$ cat src/rtl/byte_link_rx.sv
// Receive side of the 8-bit byte link: fall-through FIFO plus per-frame
// modulo-256 checksum and saturating byte count, reported once per frame.
`timescale 1ns/1ps
module byte_link_rx #(
    parameter int DEPTH = 4,
    parameter int PTR_W = 2
) (
    input  logic             clk,
    input  logic             rst,
    input  logic [7:0]       in_data,
    input  logic             in_valid,
    input  logic             in_last,
    output logic             in_ready,
    output logic [7:0]       out_data,
    output logic             out_valid,
    input  logic             out_ready,
    output logic [PTR_W:0]   count,
    output logic             frame_active,
    output logic             frame_done,
    output logic [7:0]       frame_sum,
    output logic [7:0]       frame_len
);
    localparam logic [PTR_W:0] FULL_CNT = (PTR_W + 1)'(DEPTH);

    typedef enum logic {IDLE, IN_FRAME} state_t;

    state_t           state;
    logic [7:0]       mem [DEPTH];
    logic [PTR_W-1:0] wr_ptr;
    logic [PTR_W-1:0] rd_ptr;
    logic [7:0]       acc_sum;
    logic [7:0]       acc_len;
    logic             push;
    logic             pop;

    function automatic logic [7:0] sat_inc(input logic [7:0] v);
        return (v == 8'hFF) ? v : v + 8'd1;
    endfunction

    // Ready is gated by the reset input itself so it reads 0 while held in reset.
    assign in_ready     = rst && (count != FULL_CNT);
    assign out_valid    = (count != '0);
    assign out_data     = out_valid ? mem[rd_ptr] : 8'h00;
    assign push         = in_valid && in_ready;
    assign pop          = out_valid && out_ready;
    assign frame_active = (state == IN_FRAME);

    always_ff @(posedge clk) begin
        if (push) mem[wr_ptr] <= in_data;
    end

    always_ff @(posedge clk or negedge rst) begin
        if (!rst) begin
            wr_ptr <= '0;
            rd_ptr <= '0;
            count  <= '0;
        end else begin
            if (push) wr_ptr <= wr_ptr + 1'b1;
            if (pop)  rd_ptr <= rd_ptr + 1'b1;
            case ({push, pop})
                2'b10:   count <= count + 1'b1;
                2'b01:   count <= count - 1'b1;
                default: count <= count;
            endcase
        end
    end

    // Frame accounting follows pushes only; the last byte folds straight into the report.
    always_ff @(posedge clk or negedge rst) begin
        if (!rst) begin
            state      <= IDLE;
            acc_sum    <= 8'h00;
            acc_len    <= 8'h00;
            frame_done <= 1'b0;
            frame_sum  <= 8'h00;
            frame_len  <= 8'h00;
        end else begin
            frame_done <= 1'b0;
            if (push) begin
                if (in_last) begin
                    frame_sum  <= acc_sum + in_data;
                    frame_len  <= sat_inc(acc_len);
                    acc_sum    <= 8'h00;
                    acc_len    <= 8'h00;
                    frame_done <= 1'b1;
                    state      <= IDLE;
                end else begin
                    acc_sum <= acc_sum + in_data;
                    acc_len <= sat_inc(acc_len);
                    state   <= IN_FRAME;
                end
            end
        end
    end
endmodule

$ cat config.mk
export PLATFORM = sky130hd
export DESIGN_NAME = byte_link_rx
export DESIGN_NICKNAME = d
export VERILOG_FILES = /design/src/rtl/byte_link_rx.sv
export SDC_FILE = /design/constraint.sdc
export NUM_CORES = 1
export LEC_CHECK = 0
export ABC_CLOCK_PERIOD_IN_PS = 4200
export CORE_ASPECT_RATIO = 1.2
export CORE_MARGIN = 2
export CORE_UTILIZATION = 59
export CTS_CLUSTER_SIZE = 8
export DETAILED_ROUTE_END_ITERATION = 8
export PLACE_DENSITY = 0.92
export SETUP_SLACK_MARGIN = 0.5
export SKIP_LAST_GASP = 1
export SYNTH_ARGS = -nofsm -noshare
export SYNTH_HDL_FRONTEND = slang
export SYNTH_SLANG_ARGS = --single-unit
$ cat constraint.sdc
create_clock -name clk -period 4.2 [get_ports clk]
set_clock_uncertainty 0.05 [all_clocks]
set_input_delay 1.26 -clock clk [delete_from_list [all_inputs] [get_ports clk]]
set_output_delay 1.26 -clock clk [all_outputs]
set_load 0.02 [all_outputs]
======== After elaboration in Yosys (flattened, before gate mapping) ========
Memory sizes are Yosys's and may differ from the RTL's.
Index checks and enable logic that the tools add are counted.
W data, S select, Z words.
storage, ports and cells
  register bits after elaboration ......... 41
  RAM bits ................................ 32
  bits of input ports ..................... 13
  word-level logic and storage cells ...... 36
  memories kept ........................... 1
  output and inout bits ................... 31
cells by class
  reductions and logical operators ........ 6
  $add $sub $neg .......................... 6
  eq/ne operators ......................... 4
  muxes and demuxes ....................... 10
memories
  name  depth  bits a word  rd ports  clocked after Yosys merged registers in  write ports  line  source
  mem   4      8            1         0                                        1            28    logic [7:0] mem [DEPTH];
operators by type and width
  operator               number
  $mux W8                4
  $add A8 B1 Y8 const B  1
  $add A8 B8 Y8          1
  $eq A8 B8 Y1 const B   1
  $pmux W3 S2            1
  $mux W1                5
  $add A2 B1 Y2 const B  2
  $add A3 B1 Y3 const B  1
  $logic_and A1 B1 Y1    3
  $ne A3 B3 Y1 const B   1
  $reduce_bool A3 Y1     1
  $sub A3 B1 Y3 const B  1
  $eq A2 B1 Y1 const B   1
  $eq A2 B2 Y1 const B   1
  $reduce_and A2 Y1      1
  $reduce_bool A2 Y1     1

======== Longest topological paths before layout ========
Gate-level depths: netlist of run 1.
  depth after elaboration ................. 5
  mapped depth ............................ 10

======== Least setup slack after synthesis of run 1 ========
No wires, ideal clock.
  kind .................................... input -> register
  from .................................... input port in_data[0]
  to ...................................... register frame_sum[6]
  data required time ...................... 4.025 ns
  slack ................................... 1.311 ns
  arrival time ............................ 2.714 ns
  cell stages on the path ................. 7
  buffers on the path ..................... 0
  cells stage by stage .................... ha_1 fa_1 a211oi_1 o21bai_1 a21oi_1 xnor2_1 mux2_2
on the way
  cells in the longest elaborated chain, start to end .. 1
RTL lines
  element               line  source
  start, declared       10    input logic [7:0] in_data,
  $add A8 B8 Y8         81    frame_sum <= acc_sum + in_data;
  end signal, assigned  81
  end, declared         20    output logic [7:0] frame_sum,
No other way between the ends.
A chain may end at the register's enable or synchronous reset.

======== Worst setup path after layout of run 1 ========
  from .................................... register rd_ptr[0]
  to ...................................... output port out_data[7]
on the way
  cells in the longest elaborated chain, start to end .. 2
RTL lines
  element                 line  source
  start, declared         30    logic [PTR_W-1:0] rd_ptr;
  start signal, assigned  59    if (pop) rd_ptr <= rd_ptr + 1'b1;
  $mem_v2 Z4 W8           -
  $mux W8                 43    assign out_data = out_valid ? mem[rd_ptr] : 8'h00;
  end, declared           14    output logic [7:0] out_data,
No other way between the ends.

==> results of run 1 <==
==> metal layers <==
layer  track usage [%]  vias up
li1                  -     1075
met1              27.8     1136
met2              39.1       54
met3              4.75       13
met4              10.6        0
met5                 0        -
==> layout make-up <==
cell class / count / share of cell area, %
clock buffers: 10 / 3.35
clock inverters: 6 / 1.98
inverters: 8 / 0.731
multi-input cells: 181 / 32.5
flip-flops and latches: 73 / 48.4
well taps: 64 / 1.95
repair buffers: 47 / 11.1
==> worst register-to-register path, cell delays in order (launching register included) <==
cell     delay, ns
dfrtp_1       0.44
inv_1         0.10
nand3_1       0.24
and2_1        0.25
ha_1          0.21
inv_1         0.07
fa_1          0.37
xor2_1        0.15
nor2_1        0.12
xnor2_1       0.12
==> flip-flops by register name, indices dropped and copies added (netlist names) <==
signal and cells:
acc_len 8, acc_sum 8, count 3, frame_active 1, frame_done 1, frame_len 8, frame_sum 8, mem 32
rd_ptr 2, wr_ptr 2
==> cell families (layout without fill, tap and decap cells) <==
group,count (synthesis),in the layout,share of synthesized area (%)
buf+inv,16,71,1.92
simple gates,78,78,11.5
compound gates,60,60,11.1
mux,15,15,7.53
xor+xnor,13,13,3.36
flops,73,73,58.6
fa+ha+maj,15,15,5.98
==> worst min-delay path by stage <==
stage | startpoint | end | slack [ns]
after floorplan | acc_sum[0] | acc_sum[0] | 0.39
after global placement | acc_sum[0] | acc_sum[0] | 0.41
after detailed placement | frame_active | frame_active | 0.42
after CTS | frame_active | frame_active | 0.44
after global routing | frame_active | frame_active | 0.46
final | frame_active | frame_active | 0.43
==> per-stage QoR <==
stage	total power, mW	cell area [µm²]	util [%]	cells
finish	2.88	4110	73.5	389
floorplan	1.83	3390	-	270
detailed placement	2.29	3890	69.5	373
global placement	2.23	3890	69.5	373
global route	3.05	4110	73.5	389
CTS	2.90	4110	73.5	389
==> cell usage after synthesis (2+ instances only) <==
cell type	count	area (µm²)
mux2_2	4	45.0
clkbuf_1	4	15.0
edfxtp_1	32	961
buf_2	4	20.0
or3_1	2	12.5
o21bai_1	3	22.5
nand3b_1	2	15.0
o31a_1	2	17.5
a22o_1	3	26.3
mux2i_1	3	30.0
inv_1	7	26.3
a21o_1	4	30.0
or2_2	2	12.5
xnor2_1	8	70.1
a22oi_1	2	15.0
ha_1	13	163
xor2_1	5	43.8
nand3_1	3	15.0
o21ai_0	18	90.1
nor2_1	9	33.8
fa_1	2	40.0
mux4_2	8	180
a21oi_1	12	60.1
dfrtp_1	41	1030
nand2_1	39	146
o211ai_1	2	15.0
o21ai_1	4	20.0
a211oi_1	2	15.0
and2_1	13	81.3
o31ai_1	4	30.0
==> where the power goes <==
group	switching [mW]	internal (mW)	total (mW)	leakage (nW)
clock	0.252	0.346	0.598	0.110
combinational	0.585	0.586	1.17	0.765
sequential	0.173	0.937	1.11	0.803
==> what timing repair did <==
action | CTS | global route
setup endpoints to repair | 1 | 0
gates resized for setup | 1 | 0
hold endpoints to repair | 0 | 0
==> flow_metrics.env, run 1 <==
export IMPL_crit_fanout=10
export IMPL_yosysSeqAreaShare_pct=58.6
export IMPL_post_cts_buffers=0
export IMPL_slowest_stage="dfrtp_2"
export IMPL_top_layer="met4"
export IMPL_async_flop_share_pct=56.2
export IMPL_fp_dieW_um=73.2
export IMPL_end_kind="output port"
export IMPL_required_ns=2.89
export IMPL_m1WireLength_um=2620
export IMPL_tns_ns=0
export IMPL_rows=30
export IMPL_die_area_mm2=0.00637
export IMPL_yosysWarningCount=0
export IMPL_wl_um=6600
export IMPL_ant_nets=0
export IMPL_r2r_end="count[2]"
export IMPL_drt_pass1_iterations=4
export IMPL_pin_count=44
export IMPL_synth_cell_types=43
export IMPL_nFillCells=383
export IMPL_clkTransAtPathRegs_ns=0.08
export IMPL_start_kind="flip-flop"
export IMPL_insertion_delay_ns=0.35
export IMPL_synth_seq_cells=73
export IMPL_num_antenna_cells=0
export IMPL_r2r_start="count[0]"
export IMPL_viasPerCell=5.86
export IMPL_htreeDepth=3
export IMPL_crit_family="flip-flops"
export IMPL_die_h_um=87.0
export IMPL_setup_slack_ns=0.722
export IMPL_synth_nets=298
export IMPL_drtIter0Drc=173
export IMPL_dr_total_vias=2278
export IMPL_hold_path_depth=1
export IMPL_postCtsHoldBufs=0
export IMPL_root_buffer="clkbuf_8"
export IMPL_tightest_slew_ns=0.561
export IMPL_whs_ns=0.433
export IMPL_reg2reg_depth=9
export IMPL_cp_startpoint="rd_ptr[0]"
export IMPL_ys_flop_type="dfrtp_1"
export IMPL_cap_violations=0
export IMPL_fmax_ghz=0.288
export IMPL_worst_path_buf_inv=1
export IMPL_irDropWorstVdd_v=0.000486
export IMPL_rsz0062_at_grt="no"
export IMPL_cp_arrival_ns=2.17
export IMPL_clockBufferDepth=2
export IMPL_portBuffers=43
export IMPL_layout_worst_path_cycle_share_pct=82.8
export IMPL_power_leakage_nw=1.68
export IMPL_drive_above_1_share_pct=12.6
export IMPL_status="finished clean"
export IMPL_cts_buffers_inserted=9
export IMPL_final_common_cell="clkdlybuf4s50_1"
export IMPL_grt_pass1_vias=2330
export IMPL_cts_tree="done"
export IMPL_slew_violations=0
export IMPL_register_area_mm2=0.00199
export IMPL_wl_met3_um=274
export IMPL_dp_slack_ns=0.687
export IMPL_grt_use_total_pct=22.9
export IMPL_areaGrowthSynthToFinish_pct=21.3
export IMPL_grt_overflow_total=0
export IMPL_hold_class="flip-flop to flip-flop"
export IMPL_period_minus_slack_ns=3.48
export IMPL_drc=0
export IMPL_relSlewSlack_pct=62.5
export IMPL_setup_viol=0
export IMPL_power_density_mw_per_mm2=701
export IMPL_critPathKind="flip-flop to output port"
export IMPL_final_hold_viol_count=0
export IMPL_syn_area_per_cell_um2=12.5
export IMPL_final_cell_mix="42 x clkdlybuf4s50_1, 40 x dfrtp_1, 39 x nand2_1"
export IMPL_cts_sinks=73
export IMPL_endpoint="out_data[7]"
export IMPL_r2r_slack_ns=2.02
export IMPL_crit_cells=3
export IMPL_crit_chain="mux4_2 > and2_1 > clkdlybuf4s50_1"
export IMPL_grt_start_max_net_pins=43
export IMPL_dr_wl_met2_um=3570
export IMPL_hpwl_um=4640
export IMPL_grt_first_pass_wirelength_um=10800
export IMPL_start_util_pct=60.6
export IMPL_fin_nets=348
export IMPL_wl_per_cell_um=17.0
export IMPL_max_stage_delay_ns=0.56
export IMPL_netlist_area_mm2=0.00339
export IMPL_antenna_found_initial=0
export IMPL_core_region_area_mm2=0.00559
export IMPL_synth_edff_count=32
export IMPL_multi_input_comb_area_mm2=0.00134
export IMPL_routabilityCongestion=0.817
export IMPL_synth_cells=270
(Power assumes the default switching activity.)
==> inputs of run 2 (changes only) <==
--- a/config.mk
+++ b/config.mk
@@ -5,13 +5,13 @@
 export SDC_FILE = /design/constraint.sdc
 export NUM_CORES = 1
 export LEC_CHECK = 0
-export ABC_CLOCK_PERIOD_IN_PS = 4200
+export ABC_CLOCK_PERIOD_IN_PS = 2900
 export CORE_ASPECT_RATIO = 1.2
 export CORE_MARGIN = 2
-export CORE_UTILIZATION = 59
+export CORE_UTILIZATION = 49
 export CTS_CLUSTER_SIZE = 8
 export DETAILED_ROUTE_END_ITERATION = 8
-export PLACE_DENSITY = 0.92
+export PLACE_DENSITY = 0.83
 export SETUP_SLACK_MARGIN = 0.5
 export SKIP_LAST_GASP = 1
 export SYNTH_ARGS = -nofsm -noshare
==> constraint.sdc (replaced) <==
create_clock -name clk -period 2.9 [get_ports clk]
set_clock_uncertainty 0.05 [all_clocks]
set_input_delay 0.87 -clock clk [delete_from_list [all_inputs] [get_ports clk]]
set_output_delay 0.87 -clock clk [all_outputs]
set_load 0.02 [all_outputs]
==> run 2 against run 1 <==
  * Combinational power up 73%
  * Sequential power up 43%
  * Design area up 5.8%
  * Clock-buffer cell count up 3
  * Worst setup slack worse by 0.42 ns
  * Global-route usage down 4.0 points
  * Via count up 0.35%
  * Power up 52%
==> flow_metrics.env, run 2 (synthesis results as in run 1) <==
export IMPL_final_cell_area_mm2=0.00435
export IMPL_relSlewSlack_pct=65.0
export IMPL_fmax_ghz=0.385
export IMPL_drt_pass1_iterations=4
export IMPL_cp_arrival_ns=1.68
export IMPL_final_cell_mix="40 x dfrtp_1, 39 x nand2_1, 32 x edfxtp_1"
export IMPL_die_h_um=95.1
export IMPL_start_util_pct=50.0
export IMPL_grt_pass1_vias=2353
export IMPL_start_kind="flip-flop"
export IMPL_cts_sinks=73
export IMPL_crit_chain="clkbuf_16 > mux4_2 > and2_4 > buf_6"
export IMPL_cap_violations=0
export IMPL_crit_family="multiplexers"
export IMPL_critPathKind="flip-flop to output port"
export IMPL_wl_per_cell_um=15.2
export IMPL_layout_worst_path_cycle_share_pct=89.5
export IMPL_wl_um=6540
export IMPL_rows=33
export IMPL_fin_nets=365
export IMPL_rsz0062_at_grt="yes"
export IMPL_cts_buffers_inserted=9
export IMPL_status="finished clean"
export IMPL_routabilityCongestion=0.848
export IMPL_power_leakage_nw=1.81
export IMPL_slew_violations=0
export IMPL_grt_use_total_pct=18.9
export IMPL_cp_startpoint="rd_ptr[0]"
export IMPL_hold_class="flip-flop to flip-flop"
export IMPL_core_region_area_mm2=0.00677
export IMPL_ant_nets=0
export IMPL_antenna_found_initial=0
export IMPL_htreeDepth=3
export IMPL_worst_path_buf_inv=2
export IMPL_final_common_cell="dfrtp_1"
export IMPL_drc=0
export IMPL_r2r_start="count[0]"
export IMPL_dr_total_vias=2286
export IMPL_postCtsHoldBufs=0
export IMPL_slowest_stage="mux4_2"
export IMPL_largest_reg_flops=32
export IMPL_clkTransAtPathRegs_ns=0.07
export IMPL_pin_count=44
export IMPL_irDropWorstVdd_v=0.000628
export IMPL_hpwl_um=4630
export IMPL_areaGrowthSynthToFinish_pct=28.3
export IMPL_end_kind="output port"
export IMPL_crit_fanout=4
export IMPL_final_hold_viol_count=0
export IMPL_placed_cell_area_mm2=0.00404
export IMPL_required_ns=1.98
export IMPL_grt_start_max_net_pins=42
export IMPL_grt_first_pass_wirelength_um=10900
export IMPL_hp_start="frame_len[0]"
export IMPL_fp_dieW_um=79.9
export IMPL_setup_viol=0
export IMPL_tightest_slew_ns=0.525
export IMPL_num_antenna_cells=0
export IMPL_drtIter0Drc=148
export IMPL_max_stage_delay_ns=0.49
export IMPL_clockBufferDepth=2
export IMPL_period_minus_slack_ns=2.60
export IMPL_cts_tree="done"
export IMPL_drive_above_1_share_pct=25.1
export IMPL_grt_overflow_total=0
export IMPL_die_area_mm2=0.00760
export IMPL_insertion_delay_ns=0.33
export IMPL_power_density_mw_per_mm2=1010
export IMPL_regMostFlops="mem"
export IMPL_tns_ns=0
export IMPL_root_buffer="clkbuf_8"
export IMPL_portBuffers=43
export IMPL_viasPerCell=5.33
==> run 2: repair_timing <==
action | CTS | global route
resized for setup | 64 | 20
buffers inserted | 3 | 0
pin swaps | 7 | 5
endpoints found under the setup margin | 15 | 12
cloned | 1 | 0
==> run 2: worst reg2reg max path, cell delays in order (launching register included) <==
cell	delay, ns
dfrtp_1	0.43
o311a_2	0.44
inv_2	0.07
ha_2	0.19
inv_1	0.05
fa_1	0.37
xor2_1	0.15
nor2_1	0.11
xnor2_1	0.12
==> run 2: metal layers <==
layer	wire (µm)	vias up	GRT usage [%]
li1	-	1110	-
met4	127	0	8.33
met2	3320	46	31.7
met1	2880	1119	23.7
met5	0	-	0
met3	221	11	4.07
==> run 2: final cells by class <==
type / count / area, µm²
Timing Repair Buffer: 64 / 607
Fill cell: 550 / 2420
Tap cell: 87 / 109
Inverter: 8 / 30.0
Clock buffer: 13 / 149
Sequential cell: 73 / 1990
Clock inverter: 3 / 40.0
Multi-Input combinational cell: 181 / 1420
==> run 2: worst paths after layout <==
kind | endpoint | slack (ns) | depth (start not counted)
max in group asynchronous | rd_ptr[0] | 1.81 | 2
worst min register to register | frame_len[0] | 0.44 | 2
worst min-delay path | frame_len[0] | 0.44 | 2
min in group asynchronous | count[1] | 0.62 | 2
worst max-delay path | out_data[1] | 0.30 | 4
worst max register to register | count[2] | 0.85 | 8
==> run 2: where the power goes <==
part | internal (mW) | total, mW | leakage [nW] | switching (mW)
clock network | 0.419 | 0.761 | 0.0974 | 0.341
registers | 1.36 | 1.59 | 0.803 | 0.236
logic | 1.08 | 2.02 | 0.905 | 0.938
==> run 2: through the flow <==
| stage | cells | power (mW) | util [%] | setup WS (ns) | hold WS, ns |
|---|---|---|---|---|---|
| after floorplan | 270 | 2.66 | - | 0.493 | 0.393 |
| after CTS | 429 | 4.30 | 63.5 | 0.254 | 0.441 |
| after detailed placement | 409 | 3.42 | 59.6 | -0.0656 | 0.425 |
| after global placement | 409 | 3.35 | 59.6 | -0.00520 | 0.407 |
| after global routing | 429 | 4.65 | 64.2 | 0.246 | 0.463 |
| final | 429 | 4.37 | 64.2 | 0.304 | 0.439 |
